<file path="config.mk">
export PLATFORM = sky130hd
export DESIGN_NAME = slot_i2s_tx
export DESIGN_NICKNAME = d
export VERILOG_FILES = /design/src/rtl/slot_i2s_tx.sv
export SDC_FILE = /design/constraint.sdc
export NUM_CORES = 1
export LEC_CHECK = 0
export ABC_AREA = 1
export CORE_MARGIN = 2
export CORE_UTILIZATION = 47
export DETAILED_ROUTE_END_ITERATION = 16
export DONT_BUFFER_PORTS = 1
export MAX_ROUTING_LAYER = met4
export SLEW_MARGIN = 5
export SYNTH_ARGS = -nofsm -noshare
export SYNTH_HDL_FRONTEND = slang
export SYNTH_SLANG_ARGS = --single-unit
</file>
<file path="constraint.sdc">
create_clock -name clk -period 14.34 [get_ports clk]
set_clock_uncertainty 0.1 [all_clocks]
set_input_delay 1.434 -clock clk [delete_from_list [all_inputs] [get_ports clk]]
set_output_delay 1.434 -clock clk [all_outputs]
set_load 0.05 [all_outputs]
</file>
<file path="src/rtl/slot_i2s_tx.sv">
// slot_i2s_tx: I2S master transmitter for a DAC2/DAC8 slot.
// Pulls one 8-channel frame per LRCK period from a first-word-fall-through
// source and serialises channel 2n (left) / 2n+1 (right) onto sdata[n].
//
//   state | meaning
//   IDLE  | outputs and counters held at 0, nothing consumed
//   RUN   | bit clock running, one frame every 2*SLOT_WIDTH bit periods
module slot_i2s_tx #(
  parameter int SAMPLE_WIDTH = 24,
  parameter int SLOT_WIDTH   = 32
) (
  input  logic                      clk,
  input  logic                      reset,
  input  logic                      enable,
  input  logic                      chan,
  input  logic [9:0]                clk_divide_ratio,
  input  logic                      in_valid,
  output logic                      in_ready,
  input  logic [8*SAMPLE_WIDTH-1:0] in_data,
  output logic                      bck,
  output logic                      lrck,
  output logic [3:0]                sdata,
  output logic                      underrun
);
  localparam int DW = 8*SAMPLE_WIDTH;
  localparam int BW = $clog2(2*SLOT_WIDTH);
  localparam int IW = $clog2(DW);
  localparam logic [BW-1:0] LAST_BIT = BW'(2*SLOT_WIDTH-1);

  typedef enum logic {IDLE, RUN} state_t;

  state_t        state_q, state_d;
  logic [2:0]    half_q, half_d;
  logic [2:0]    phase_q, phase_d;
  logic [BW-1:0] bit_cnt_q, bit_cnt_d;
  logic          chan_q, chan_d;
  logic [DW-1:0] shadow_q, shadow_d;
  logic          bck_q, bck_d;
  logic          lrck_q, lrck_d;
  logic [3:0]    sdata_q, sdata_d;
  logic          in_ready_q, in_ready_d;
  logic          underrun_q, underrun_d;

  logic          load;
  logic          new_bit;
  logic [2:0]    half_in;
  logic [DW-1:0] frame_in;
  logic          right_half;
  logic [BW-1:0] pos;
  logic [IW-1:0] idx;
  logic          unused_ratio_bits;

  // Only the multiples of 128 matter; the low ratio bits are truncated away.
  assign unused_ratio_bits = ^clk_divide_ratio[6:0];
  assign half_in  = (clk_divide_ratio[9:7] == 3'd0) ? 3'd1 : clk_divide_ratio[9:7];
  // In 2-channel mode only channels 0/1 are kept so lines 1-3 stay silent.
  assign frame_in = !in_valid ? '0 :
                    chan      ? in_data :
                    {{(DW-2*SAMPLE_WIDTH){1'b0}}, in_data[2*SAMPLE_WIDTH-1:0]};

  // Sequencing: bck phase timing, bit counter, frame load points.
  always_comb begin
    state_d    = state_q;
    half_d     = half_q;
    phase_d    = phase_q;
    bit_cnt_d  = bit_cnt_q;
    chan_d     = chan_q;
    shadow_d   = shadow_q;
    bck_d      = bck_q;
    in_ready_d = 1'b0;
    underrun_d = 1'b0;
    load       = 1'b0;
    new_bit    = 1'b0;
    case (state_q)
      IDLE: begin
        if (enable) begin
          state_d = RUN;
          load    = 1'b1;
        end
      end
      RUN: begin
        if (!enable) begin
          // Partial frame is abandoned silently.
          state_d   = IDLE;
          phase_d   = 3'd0;
          bit_cnt_d = '0;
          bck_d     = 1'b0;
        end else if (phase_q != 3'd0) begin
          phase_d = phase_q - 3'd1;
        end else if (!bck_q) begin
          bck_d   = 1'b1;
          phase_d = half_q - 3'd1;
        end else begin
          new_bit = 1'b1;
          if (bit_cnt_q == LAST_BIT) load = 1'b1;
          else bit_cnt_d = bit_cnt_q + BW'(1);
        end
      end
    endcase
    // Divider and mode are sampled only here so a frame never changes shape.
    if (load) begin
      bit_cnt_d  = '0;
      half_d     = half_in;
      chan_d     = chan;
      shadow_d   = frame_in;
      in_ready_d = 1'b1;
      underrun_d = !in_valid;
    end
    if (load || new_bit) begin
      bck_d   = 1'b0;
      phase_d = half_d - 3'd1;
    end
  end

  // Serial data for the bit period that starts with the next bck low phase.
  always_comb begin
    lrck_d     = 1'b0;
    sdata_d    = 4'b0;
    right_half = 1'b0;
    pos        = '0;
    idx        = '0;
    if (state_d == RUN) begin
      right_half = (bit_cnt_d >= BW'(SLOT_WIDTH));
      pos        = right_half ? bit_cnt_d - BW'(SLOT_WIDTH) : bit_cnt_d;
      lrck_d     = right_half;
      // Position 0 is the one-bck I2S delay; MSB follows at position 1.
      if (pos != '0 && pos <= BW'(SAMPLE_WIDTH)) begin
        for (int n = 0; n < 4; n++) begin
          idx = IW'((2*n + int'(right_half))*SAMPLE_WIDTH + SAMPLE_WIDTH - int'(pos));
          if (n == 0 || chan_d) sdata_d[n] = shadow_d[idx];
        end
      end
    end
  end

  // State and output registers.
  always_ff @(posedge clk or posedge reset) begin
    if (reset) begin
      state_q    <= IDLE;
      half_q     <= 3'd0;
      phase_q    <= 3'd0;
      bit_cnt_q  <= '0;
      chan_q     <= 1'b0;
      shadow_q   <= '0;
      bck_q      <= 1'b0;
      lrck_q     <= 1'b0;
      sdata_q    <= 4'b0;
      in_ready_q <= 1'b0;
      underrun_q <= 1'b0;
    end else begin
      state_q    <= state_d;
      half_q     <= half_d;
      phase_q    <= phase_d;
      bit_cnt_q  <= bit_cnt_d;
      chan_q     <= chan_d;
      shadow_q   <= shadow_d;
      bck_q      <= bck_d;
      lrck_q     <= lrck_d;
      sdata_q    <= sdata_d;
      in_ready_q <= in_ready_d;
      underrun_q <= underrun_d;
    end
  end

  assign bck      = bck_q;
  assign lrck     = lrck_q;
  assign sdata    = sdata_q;
  assign in_ready = in_ready_q;
  assign underrun = underrun_q;
endmodule
</file>
## Word level (Yosys, flattened, before mapping)

Cells that the tools add are included.
Widths: inputs -> output; s select.

- Output and inout bits: 8
- Flip-flop bits (word level): 214
- Input port bits: 207

- Bitwise gates (word level): 1
- Add/sub/neg operators: 16
- Multipliers: 4
- Reductions and logical operators: 9
- Multiplexer cells: 48
- Order comparisons: 6
- Equality and inequality tests: 3

Operators by type and width:

| kind | count |
|---|---|
| $mux 192 | 3 |
| $mux 6 | 7 |
| $lt 8x9->1 const B | 4 |
| $bmux 1 s8 | 4 |
| $add 8x5->8 const B | 3 |
| $mux 1 | 24 |
| $sub 8x6->8 | 3 |
| $mux 3 | 7 |
| $mul 4x2->5 const B | 2 |
| $sub 3x1->3 const B | 3 |
| $add 3x1->4 const A | 2 |
| $mux 4 | 2 |
| $sub 7x6->8 | 1 |
| $add 6x5->7 const B | 1 |
| $add 6x1->6 const B | 1 |
| $eq 6x6->1 const B | 1 |
| $ge 6x6->1 const B | 1 |
| $le 6x5->1 const B | 1 |
| $reduce_bool 6->1 | 1 |
| $sub 6x6->6 const B | 1 |
| $mul 3x2->5 const B | 1 |
| $ne 4x2->1 const B | 1 |
| $reduce_and 2->1 | 2 |
| $add 2x1->3 const A | 1 |
| other kinds (10) | 10 |

## Logic depth before layout (Yosys ltp)

Gate-level depths: netlist of run 1.

- Depth after elaboration: 17
- Mapped depth: 26
- Mapped depth without buffers: 22

## Worst setup path before layout of run 1

Ideal clock, no wire load.

- Path type: input to register
- From: input enable
- To: register sdata_q[0] (netlist: sdata[0])
- Setup slack: 10,135 ps
- Data arrival time: 3,992 ps
- Data required time: 14,127 ps
- Stages on the path: 19
- Buffers on the path: 3
- Setup time: 113 ps
- Cell sequence: nand3_4 buf_6 buf_6 buf_2 nand2_2 inv_1 ha_1 inv_1 ha_1 inv_1 a31oi_1 xor2_1 inv_1 nand2_1 nand3_1 nand2_1 nand2_1 nand2_1 inv_1

- Longest elaborated chain between the ends: 11

Ends and longest elaborated chain:

| element | RTL line | RTL |
|---|---|---|
| start, declared | 14 | `input logic enable,` |
| $mux 1 (tied with other cells) | 82 | `if (!enable) begin` |
| $pmux 1 s2 / $mux 6 (equally long branches) | 74 | `case (state_q)` |
| $mux 6 | 101 | `if (load) begin` |
| $ge 6x6->1 | 123 | `right_half = (bit_cnt_d >= BW'(SLOT_WIDTH));` |
| $mul 1x2->3 | 129 | `idx = IW'((2*n + int'(right_half))*SAMPLE_WIDTH + SAMPLE_WIDTH - int'(pos));` |
| $add 6x5->7 | 129 |  |
| $sub 7x6->8 | 129 |  |
| $bmux 1 s8 | 130 | `if (n == 0 \|\| chan_d) sdata_d[n] = shadow_d[idx];` |
| $mux 1 (implied by the code) | 130 |  |
| $mux 4 | 127 | `if (pos != '0 && pos <= BW'(SAMPLE_WIDTH)) begin` |
| $mux 4 (*) | 122 | `if (state_d == RUN) begin` |
| named net sdata_d[0] | 40 | `logic [3:0] sdata_q, sdata_d;` |
| end signal, assigned | 159 | `sdata_q <= sdata_d;` |
| end, declared | 40 |  |

Mark *: on every way through the listed nets, which the timed path passes. The rest lies on a longest branch. The select of a mux whose other input is x is not followed.
A chain may end at the register's enable or synchronous reset.

## Worst setup path in the final report of run 1

- From: register bck_q (netlist: bck)
- To: register sdata_q[0] (netlist: sdata[0])

- Longest elaborated chain between the ends: 13

Ends and longest elaborated chain:

| element | RTL line | RTL |
|---|---|---|
| start, declared | 38 | `logic bck_q, bck_d;` |
| start signal, assigned | 157 | `bck_q <= bck_d;` |
| $mux 1 / $mux 6 (equally long branches) | 90 | `end else if (!bck_q) begin` |
| $mux 1 / $mux 6 (equally long branches) | 88 | `end else if (phase_q != 3'd0) begin` |
| $mux 1 / $mux 6 (equally long branches) | 82 |  |
| $pmux 1 s2 / $mux 6 (equally long branches) | 74 |  |
| $mux 6 | 101 |  |
| $ge 6x6->1 | 123 |  |
| $mul 1x2->3 | 129 |  |
| $add 6x5->7 | 129 |  |
| $sub 7x6->8 | 129 |  |
| $bmux 1 s8 | 130 |  |
| $mux 1 (implied by the code) | 130 |  |
| $mux 4 (*) | 127 |  |
| $mux 4 (*) | 122 |  |
| named net sdata_d[0] | 40 |  |

Marked as above.

==> results of run 1 <==
[metal layers]
layer | up-vias | GRT usage [%] | share of wire [%] | wire, um
li1 | 4944 | - | - | -
met1 | 4671 | 38.9 | 48 | 15900
met2 | 326 | 37.9 | 43 | 14300
met3 | 54 | 4.57 | 6.8 | 2250
met4 | 0 | 6.49 | 2.6 | 858
met5 | - | - | 0 | 0
[worst max-delay path, cell delays in order, from the launching register on]
cell and delay, ns:
dfrtp_1 0.69, nand3_2 0.19, nand2_2 0.14, nand3_4 0.60
nand2_2 0.39, inv_1 0.14, nand2_4 0.42, ha_2 0.39
inv_2 0.26, buf_4 0.55, nand3_1 0.19, nand3_1 0.14
nand3_1 0.16, nand3_1 0.14, nand2_1 0.09, nand2_1 0.07
nand3_1 0.07, nand2_1 0.08, nand2_1 0.05, nand2_1 0.09
inv_1 0.05
[through the flow]
stage | setup slack (ns) | instances | hold slack [ns] | power [W] | instance area, um^2
after floorplan | 6.96 | 1536 | 0.343 | 0.00141 | 11600
after global placement | 8.73 | 1753 | 0.351 | 0.00163 | 11500
after detailed placement | 8.75 | 1753 | 0.355 | 0.00165 | 11500
after CTS | 9.16 | 1796 | 0.370 | 0.00228 | 12300
after global routing | 8.74 | 1798 | 0.384 | 0.00243 | 12300
final | 9.21 | 1798 | 0.369 | 0.00227 | 12300
[cells by family (layout without fill, tap and decap cells)]
logic type / Yosys count / count (layout)
AOI/OAI and AO/OA: 237 / 237
xor gates and xnor gates: 9 / 9
adders and majority gates: 14 / 14
buffers and inverters: 171 / 107
DFF: 214 / 214
other: 2 / 4
and+or+nand+nor: 889 / 889
[synth_stat cells (6+ instances only)]
cell type,number
o21ai_1,133
dfrtp_1,214
nor2_1,15
o21ai_0,45
buf_1,7
inv_1,51
buf_2,46
a21oi_1,20
ha_1,14
nand3_1,333
nand2_2,7
clkbuf_1,47
xor2_1,6
o21ai_2,29
nand2_1,520
buf_6,12
[worst paths after layout]
check | start | to | slack (ns)
worst min-delay path | shadow_q[156] | shadow_q[156] | 0.37
worst min register to register | shadow_q[156] | shadow_q[156] | 0.37
max in group asynchronous | reset | shadow_q[67] | 11.70
worst max-delay path | bck | sdata[0] | 9.21
min in group asynchronous | reset | shadow_q[144] | 0.81
worst max register to register | bck | sdata[0] | 9.21
[registers in the layout, indices dropped and copies added, names as in the netlist]
signal,cells
chan_q,1
in_ready,1
bck,1
lrck,1
half_q,3
underrun,1
state_q,1
bit_cnt_q,6
shadow_q,192
sdata,4
phase_q,3
[placed cells by master, fill, tap and decap left out, drive strengths merged, types with 2 or more instances in the layout]
cell,instances
nand2,527
nand3,336
dfrtp,214
o21ai,207
inv,54
clkbuf,31
a21oi,20
nor2,20
ha,14
buf,10
clkinv,9
xor2,6
nand4,4
xnor2,3
diode,2
a31oi,2
o221ai,2
conb,2
bufinv,2
[power breakdown]
| part | leakage, nW | internal, W | switching (W) |
|---|---|---|---|
| Sequential | 2.86 | 0.000699 | 0.0000441 |
| Clock | 0.407 | 0.000374 | 0.000258 |
| Combinational | 2.23 | 0.000271 | 0.000627 |
| Total | 5.50 | 0.00134 | 0.000929 |
[layout make-up]
class                           count  area [um^2]
Sequential cell                   214         5360
Antenna cell                        2         5.00
Multi-Input combinational cell   1151         5440
Inverter                           54          210
Clock inverter                     12          124
Fill cell                        2446        11900
Tap cell                          324          405
Clock buffer                       31          687
Timing Repair Buffer               10         87.6
==> impl_metrics.json, run 1 <==
{
  "run_status": "finished clean",
  "postSynthNetCount": 1757,
  "area_delta_synth_final_pct": 6.20,
  "clk_root_buffer_cell": "clkbuf_16",
  "start_util_pct": 47.8,
  "yosysUniqueCellTypes": 36,
  "tritoncts_num_sinks": 214,
  "drt-vias-per-instance": 5.56,
  "initial_antenna_violation_count": 2,
  "design.core.area_um2": 24200,
  "grt_util_all_layers_pct": 26.4,
  "postSynthRegisterBits": 214,
  "most_common_flop_cell_mapped_by_yosys": "dfrtp_1",
  "yosys.area_share.xor_xnor_pct": 0.680,
  "placementRows": 57,
  "startpoint_type": "flop",
  "synth-edff-count": 0,
  "cell_type_with_the_highest_aggregate_area_in_the_netlist": "dfrtp_1",
  "clk_pin_slew_ns": 0.06,
  "synthTopCellsByArea": "dfrtp_1 (46%), nand2_1 (17%), nand3_1 (14%), o21ai_1 (5.7%), o21ai_2 (2.2%)",
  "gr-total-overflow": 0,
  "dieWidth_um": 161,
  "worst_slew_pin_slew_ns": 1.02,
  "synth_sequential_area_ratio_pct": 46.2,
  "yosys.area_share.simple_pct": 33.2,
  "final_antenna_net_count": 0,
  "postSynth.asyncResetShare_pct": 100,
  "tritoncts.num_buffers": 24,
  "ys_warn_count": 0,
  "cts_tree": "built",
  "r2r.worst_path.cells": 20,
  "synth_largest_type_area_fraction_pct": 46.2,
  "path_class": "reg -> reg",
  "io_pins": 215,
  "gpl.final_weighted_congestion": 0.870,
  "drt-wirelength-per-cell_um": 18.5,
  "syn-cell-area_um2": 11600,
  "grt_pass1_wl_um": 52600,
  "postCtsSetupRepairBufs": 0,
  "muxShareOfSynthArea_pct": 0,
  "vdd_ir_drop_max_v": 0.0000945,
  "period_minus_slack_ns": 5.13,
  "rsz0062_at_grt": "no",
  "required_ns": 14.67,
  "worstPathArrival_ns": 5.45,
  "maxCapViolCount": 0,
  "maximum_net_fanout_on_the_critical_path": 68,
  "clk_path_buf_depth": 3,
  "cts_htree_levels": 1,
  "max_clock_freq_ghz": 0.195,
  "ctsHoldBuffers": 0,
  "worst_skew_pair.late_latency_ns": 0.53,
  "combinational_family_with_the_most_area_after_synthesis": "simple AND/OR/NAND/NOR gates",
  "post_synth_fa_ha_maj_area_fraction_pct": 1.51,
  "cts.repair.resized": 0,
  "min_path_cells": 2,
  "timing.hold.worst.class": "reg -> reg",
  "num-nets-final": 1676,
  "chipHeight_um": 161,
  "initialDrtViolationCount": 951,
  "critical_path.endpoint_type": "flop",
  "netlist_instances": 1536,
  "dr.pass1.iters": 6,
  "synth_compound_area_share_pct": 11.4,
  "layout.core_utilization_pct": 50.8,
  "power_density_nw_per_um2": 185,
  "leakagePower_nw": 5.50,
  "postSynthAreaPerCell_um2": 7.55,
  "die_area_um2": 25900,
  "grt_pass1_vias": 9383,
  "drive_gt1_share_pct": 6.93,
  "detail_route.wirelength_um": 33300,
  "report.final.slew_viol_count": 0,
  "setup_viol": 0,
  "finalCritPeriodShare_pct": 35.8,
  "timing.slew.headroom_pct": 31.7,
  "detailroute.via_count": 9995,
  "post-dp-hpwl_um": 21300,
  "setup_tns_ns": 0,
  "remaining_drc_errors": 0,
  "place.port_buffers": 0,
  "grt_start_max_net_pins": 234,
  "final_hold_viol_count": 0
}
(Power assumes the default switching activity.)
==> run 2: changes to the inputs <==
Clock period 14.34 ns to 4.2 ns, I/O delays scaled along.
==> run 2 against run 1 <==
Sequential cell count is the same; non-clock buffer count up 110; hold slack got worse by 0.36 ns; die area unchanged; global-route usage is 1.1 points higher; setup slack got worse by 8.7 ns; final cell count is 6.2% higher; register-to-register slack worse by 8.7 ns; fmax rose by 40%; combinational power grew to 3.7 times the previous value.
==> impl_metrics.json, run 2 (synthesis results as in run 1) <==
{
  "maximum_net_fanout_on_the_critical_path": 6,
  "dr.pass1.iters": 5,
  "final_hold_viol_count": 0,
  "pwr-share-seq_pct": 32.2,
  "cts_tree": "built",
  "drt-wirelength-per-cell_um": 18.0,
  "worst_slew_pin_slew_ns": 1.14,
  "p_comb_share_pct": 41.9,
  "run_status": "finished clean",
  "post-dp-hpwl_um": 22100,
  "switching_share_pct": 40.5,
  "leakagePower_nw": 5.95,
  "startpoint_type": "flop",
  "fin_hold_ws_ns": 0.00969,
  "start_util_pct": 47.8,
  "grt_util_all_layers_pct": 27.5,
  "area_delta_synth_final_pct": 15.3,
  "gr-total-overflow": 0,
  "finalWorstSetupSlack_ns": 0.523,
  "preCtsSetupSlack_ns": 0.591,
  "remaining_drc_errors": 0,
  "grt_pass1_wl_um": 55000,
  "drive_gt1_share_pct": 7.21,
  "worstPathArrival_ns": 3.98,
  "die_area_um2": 25900,
  "gr-usage-met3_pct": 4.21,
  "timing.slew.headroom_pct": 23.7,
  "io_pins": 215,
  "tritoncts.num_buffers": 24,
  "path_common_cell": "nand2_1",
  "clk_pin_slew_ns": 0.06,
  "met1_usage_in_global_routing_pct": 40.2,
  "power_density_nw_per_um2": 587,
  "initial_antenna_violation_count": 4,
  "tritoncts_num_sinks": 214,
  "postCtsSetupRepairBufs": 0,
  "setup_viol": 0,
  "crit_chain": "ha_1 -> nand2_1 -> nor2_1 -> nor2_4 -> nand2_2 -> o32ai_1 -> nor2_1 -> ha_1 -> inv_1 -> ha_1 -> inv_1 -> a31oi_1 -> xor2_1 -> inv_1 -> nand2_1 -> nand3_1 -> nand2_1 -> nand2_1 -> nand2_1 -> inv_1",
  "regMostFlops": "shadow_q",
  "report.final.slew_viol_count": 0,
  "grtUsageMet2_pct": 40.6,
  "period_minus_slack_ns": 3.68,
  "cts.repair.resized": 0,
  "critical_path.max_stage_delay_ns": 0.42,
  "clk_path_buf_depth": 3,
  "placementRows": 57,
  "initialDrtViolationCount": 813,
  "worst_skew_pair.late_latency_ns": 0.52,
  "chipHeight_um": 161,
  "dieWidth_um": 161,
  "crit_slowest_cell": "dfrtp_1",
  "detail_route.wirelength_um": 34400,
  "vdd_ir_drop_max_v": 0.000392,
  "final_antenna_net_count": 0,
  "design.core.area_um2": 24200,
  "num-nets-final": 1786,
  "clk_root_buffer_cell": "clkbuf_16",
  "switching_power_w": 0.00317,
  "grt_busiest_layer": "met2",
  "detailroute.via_count": 10300,
  "max_clock_freq_ghz": 0.272,
  "report.power.total_w": 0.00784,
  "grt_pass1_vias": 9960,
  "most-common-layout-cells": "nand2_1 (520), nand3_1 (333), dfrtp_1 (214)",
  "timing.hold.worst.class": "in -> reg",
  "grt_start_max_net_pins": 169,
  "finalCritPeriodShare_pct": 87.5,
  "place.port_buffers": 0,
  "cellInternalPower_w": 0.00467,
  "layout_commonest_cell": "nand2_1",
  "cts_htree_levels": 1,
  "required_ns": 4.50,
  "setup_tns_ns": 0,
  "drt-vias-per-instance": 5.42,
  "maxCapViolCount": 0,
  "largest_reg_flops": 192,
  "critical_path.endpoint_type": "flop",
  "gpl.final_weighted_congestion": 0.883,
  "clkPwrFrac_pct": 25.9,
  "path_class": "reg -> reg",
  "rsz0062_at_grt": "no"
}
==> run 2: cell types whose count changed in the layout (fill, tap and decap cells not counted) <==
cell           before  now
clkbuf_1            1    6
clkinv_8            1    0
bufinv_16           2    1
clkbuf_8            6    2
clkbuf_16          24   25
buf_4               9   22
inv_8               1    0
buf_12              1    6
dlygate4sd3_1       0   92
diode_2             2    4
==> run 2: path summary, 6_finish.rpt <==
check | slack [ns] | to | depth (start not counted) | start
worst max-delay path | 0.52 | sdata[2] | 20 | bit_cnt_q[0]
worst min-delay path | 0.01 | shadow_q[68] | 2 | in_valid
worst max register to register | 0.52 | sdata[2] | 20 | bit_cnt_q[0]
worst min register to register | 0.37 | shadow_q[136] | 2 | shadow_q[136]
max in group asynchronous | 2.64 | shadow_q[68] | 3 | reset
min in group asynchronous | 0.31 | shadow_q[125] | 2 | reset
==> run 2: per-layer routing <==
metal | wire, um | share of wire, %
met5 | 0 | 0
met1 | 16400 | 48
met3 | 2120 | 6.2
met2 | 15100 | 44
met4 | 762 | 2.2
==> run 2: area by class of cell <==
class | instances | area (um^2)
Inverter | 54 | 206
Antenna cell | 4 | 10.0
Clock buffer | 33 | 676
Fill cell | 2338 | 10900
Timing Repair Buffer | 120 | 1210
Sequential cell | 214 | 5360
Tap cell | 324 | 405
Multi-Input combinational cell | 1151 | 5440
Clock inverter | 9 | 70.1
==> run 2: power by group through the flow <==
stage	clock, W	sequential [W]	combinational, W
3_3_place_gp	0	0.00255	0.00316
2_1_floorplan	0	0.00255	0.00228
5_1_grt	0.00216	0.00255	0.00369
4_1_cts	0.00206	0.00252	0.00329
6_report	0.00203	0.00252	0.00328
3_5_place_dp	0	0.00256	0.00320
==> run 2: timing repair <==
item,CTS,global route
hold buffers,92,0
endpoints found under the hold margin,110,0
setup endpoints to repair,0,0
==> run 2: critical path: cells and delay by family, from the launching register on <==
family,cells,cell delay (ns)
xor gates and xnor gates,1,0.21
buffers and inverters,4,0.32
AOI/OAI and AO/OA,2,0.55
and+or+nand+nor,10,1.05
DFF,1,0.42
adders and majority gates,3,0.91
==> run 2: through the flow <==
step / cells / util [%] / cell area, um^2
2_1_floorplan: 1536 / - / 11600
4_1_cts: 1905 / 55.1 / 13400
5_1_grt: 1909 / 55.1 / 13400
6_report: 1909 / 55.1 / 13400
3_5_place_dp: 1771 / 48.2 / 11700
3_3_place_gp: 1771 / 48.2 / 11700
==> run 3: changes to the inputs <==
Settings changed: CORE_MARGIN 2 to default, CTS_CLUSTER_SIZE from default to 28, PLACE_DENSITY from default to 0.75.
==> run 3 against run 2 <==
Die area down 2.5%; register-to-register slack worse by 0.11 ns; critical path depth down 1; utilization down 0.43 points; routed wire length down 0.35%; global-route usage up 0.68 points; sequential power about the same; clock power up 2%; sequential share of layout area up 0.31 points; non-clock buffer count down 11; setup slack worse by 0.11 ns; power down 0.35%; critical path type unchanged; highest routed layer unchanged.
==> impl_metrics.json, run 3 (synthesis results as in run 1) <==
{
  "run_status": "finished clean",
  "num-nets-final": 1774,
  "largest_reg_flops": 192,
  "layout_commonest_cell": "nand2_1",
  "hp-start": "in_data[48]",
  "max_clock_freq_ghz": 0.264,
  "detailed_place.area_um2": 11600,
  "rr_endpoint": "sdata[2]",
  "path_common_cell": "inv_1",
  "worst_skew_pair.late_latency_ns": 0.52,
  "drt-vias-per-instance": 5.65,
  "dr.pass1.iters": 10,
  "setup_viol": 0,
  "critical_path.max_stage_delay_ns": 0.42,
  "maxCapViolCount": 0,
  "detailroute.via_count": 10700,
  "grt_pass1_wl_um": 55200,
  "setup_tns_ns": 0,
  "leakagePower_nw": 5.89,
  "die_area_um2": 25300,
  "clk_root_buffer_cell": "clkbuf_16",
  "finish.instance_area_um2": 13300,
  "gr-total-overflow": 0,
  "tritoncts.num_buffers": 23,
  "finalCritPeriodShare_pct": 90.1,
  "maximum_net_fanout_on_the_critical_path": 6,
  "initialDrtViolationCount": 1117,
  "design.core.area_um2": 24200,
  "register_to_register_setup_slack_ns": 0.42,
  "grt_pass1_vias": 10400,
  "initial_antenna_violation_count": 1,
  "start_util_pct": 47.8,
  "gpl.final_weighted_congestion": 0.911,
  "hold_path_end": "shadow_q[48]",
  "path_class": "reg -> reg",
  "layout.core_utilization_pct": 54.7,
  "grt_util_all_layers_pct": 28.2,
  "rsz0062_at_grt": "no",
  "worst_r2r_startpoint": "bit_cnt_q[0]",
  "cts_htree_levels": 1,
  "worstPathArrival_ns": 4.13,
  "chipHeight_um": 159,
  "crit_slowest_cell": "dfrtp_1",
  "period_minus_slack_ns": 3.78,
  "critical_path.endpoint_type": "flop",
  "placed_cells": 1765,
  "timing.hold.worst.class": "in -> reg",
  "report.power.total_w": 0.00781,
  "vdd_ir_drop_max_v": 0.000293,
  "final_hold_viol_count": 0,
  "met1_usage_in_global_routing_pct": 38.9,
  "startpoint_type": "flop",
  "crit_chain": "ha_1 -> nand2_1 -> nor2_1 -> nor2_4 -> nand2_2 -> o32ai_1 -> nor2_1 -> ha_1 -> inv_1 -> ha_1 -> inv_1 -> a31oi_1 -> xor2_1 -> inv_1 -> nand3_1 -> nand3_1 -> a21oi_1 -> nand2_1 -> inv_1",
  "clk_path_buf_depth": 3,
  "io_pins": 215,
  "timing.critical_path.buf_inv": 4,
  "regMostFlops": "shadow_q",
  "postCtsSetupRepairBufs": 0,
  "power_density_nw_per_um2": 589,
  "grtUsageMet2_pct": 43.2,
  "min_path_cells": 2,
  "cts.repair.resized": 0,
  "area_delta_synth_final_pct": 14.4,
  "gr-usage-met3_pct": 4.09,
  "drive_gt1_share_pct": 7.02,
  "detail_route.wirelength_um": 34300,
  "r2r.worst_path.cells": 19,
  "place.port_buffers": 0,
  "post-dp-hpwl_um": 21900,
  "post_layout_nonfiller_instances": 1893,
  "placementRows": 57,
  "worst_slew_pin_slew_ns": 0.984,
  "cts_tree": "built",
  "report.final.slew_viol_count": 0,
  "most-common-layout-cells": "nand2_1 (520), nand3_1 (333), dfrtp_1 (214)",
  "timing.critical_path.max_delay_family": "simple AND/OR/NAND/NOR gates",
  "final_antenna_net_count": 0,
  "grt_start_max_net_pins": 201,
  "clk_pin_slew_ns": 0.06,
  "timing.slew.headroom_pct": 34.3,
  "grt_busiest_layer": "met2",
  "drt-wirelength-per-cell_um": 18.1,
  "required_ns": 4.55,
  "remaining_drc_errors": 0,
  "dieWidth_um": 159,
  "tritoncts_num_sinks": 214
}
## run 3: final cells by class
class | instances | area, um^2
diodes | 1 | 2.50
clock buffers | 28 | 614
clock inverters | 12 | 145
fillers | 2245 | 11000
inverters | 54 | 206
multi-input cells | 1151 | 5440
flip-flops and latches | 214 | 5360
well taps | 324 | 405
repair buffers | 109 | 1100
## run 3: worst max-delay path by stage
| stage | cells after the start | startpoint | slack, ns | endpoint |
|---|---|---|---|---|
| floorplan | 21 | bck | 0.48 | sdata[0] |
| global placement | 20 | bit_cnt_q[0] | 0.57 | sdata[1] |
| detailed placement | 19 | bit_cnt_q[0] | 0.49 | sdata[2] |
| CTS | 19 | bit_cnt_q[0] | 0.47 | sdata[2] |
| global route | 19 | bit_cnt_q[0] | 0.14 | sdata[2] |
| finish | 19 | bit_cnt_q[0] | 0.42 | sdata[2] |
## run 3: per-layer routing
metal	vias up	part of all wire (%)
li1	5126	-
met1	5090	44
met2	412	46
met3	66	7.0
met4	0	2.7
met5	-	0
## run 3: what timing repair did
action / in CTS / in global routing
hold endpoints to repair: 119 / 0
endpoints found under the setup margin: 0 / 0
hold buffers: 87 / 0
## run 3: stage by stage
stage	hold WS, ns	worst slack [ns]
2_1_floorplan	0.343	0.479
3_3_place_gp	0.351	0.567
3_5_place_dp	0.352	0.488
4_1_cts	0.0000961	0.468
5_1_grt	0.00752	0.144
6_report	0.00779	0.418
## run 3: power breakdown
part / switching, W / internal [W]
combinational: 0.00217 / 0.00105
sequential: 0.000141 / 0.00239
clock: 0.000840 / 0.00123
## run 3: worst reg2reg max path, stage by stage (launching register included)
cell and delay [ns]:
dfrtp_1 0.42, ha_1 0.23, nand2_1 0.15, nor2_1 0.11, nor2_4 0.15, nand2_2 0.11, o32ai_1 0.24, nor2_1 0.16
ha_1 0.34, inv_1 0.05, ha_1 0.37, inv_1 0.10, a31oi_1 0.37, xor2_1 0.23, inv_1 0.13, nand3_1 0.11
nand3_1 0.09, a21oi_1 0.14, nand2_1 0.08, inv_1 0.06
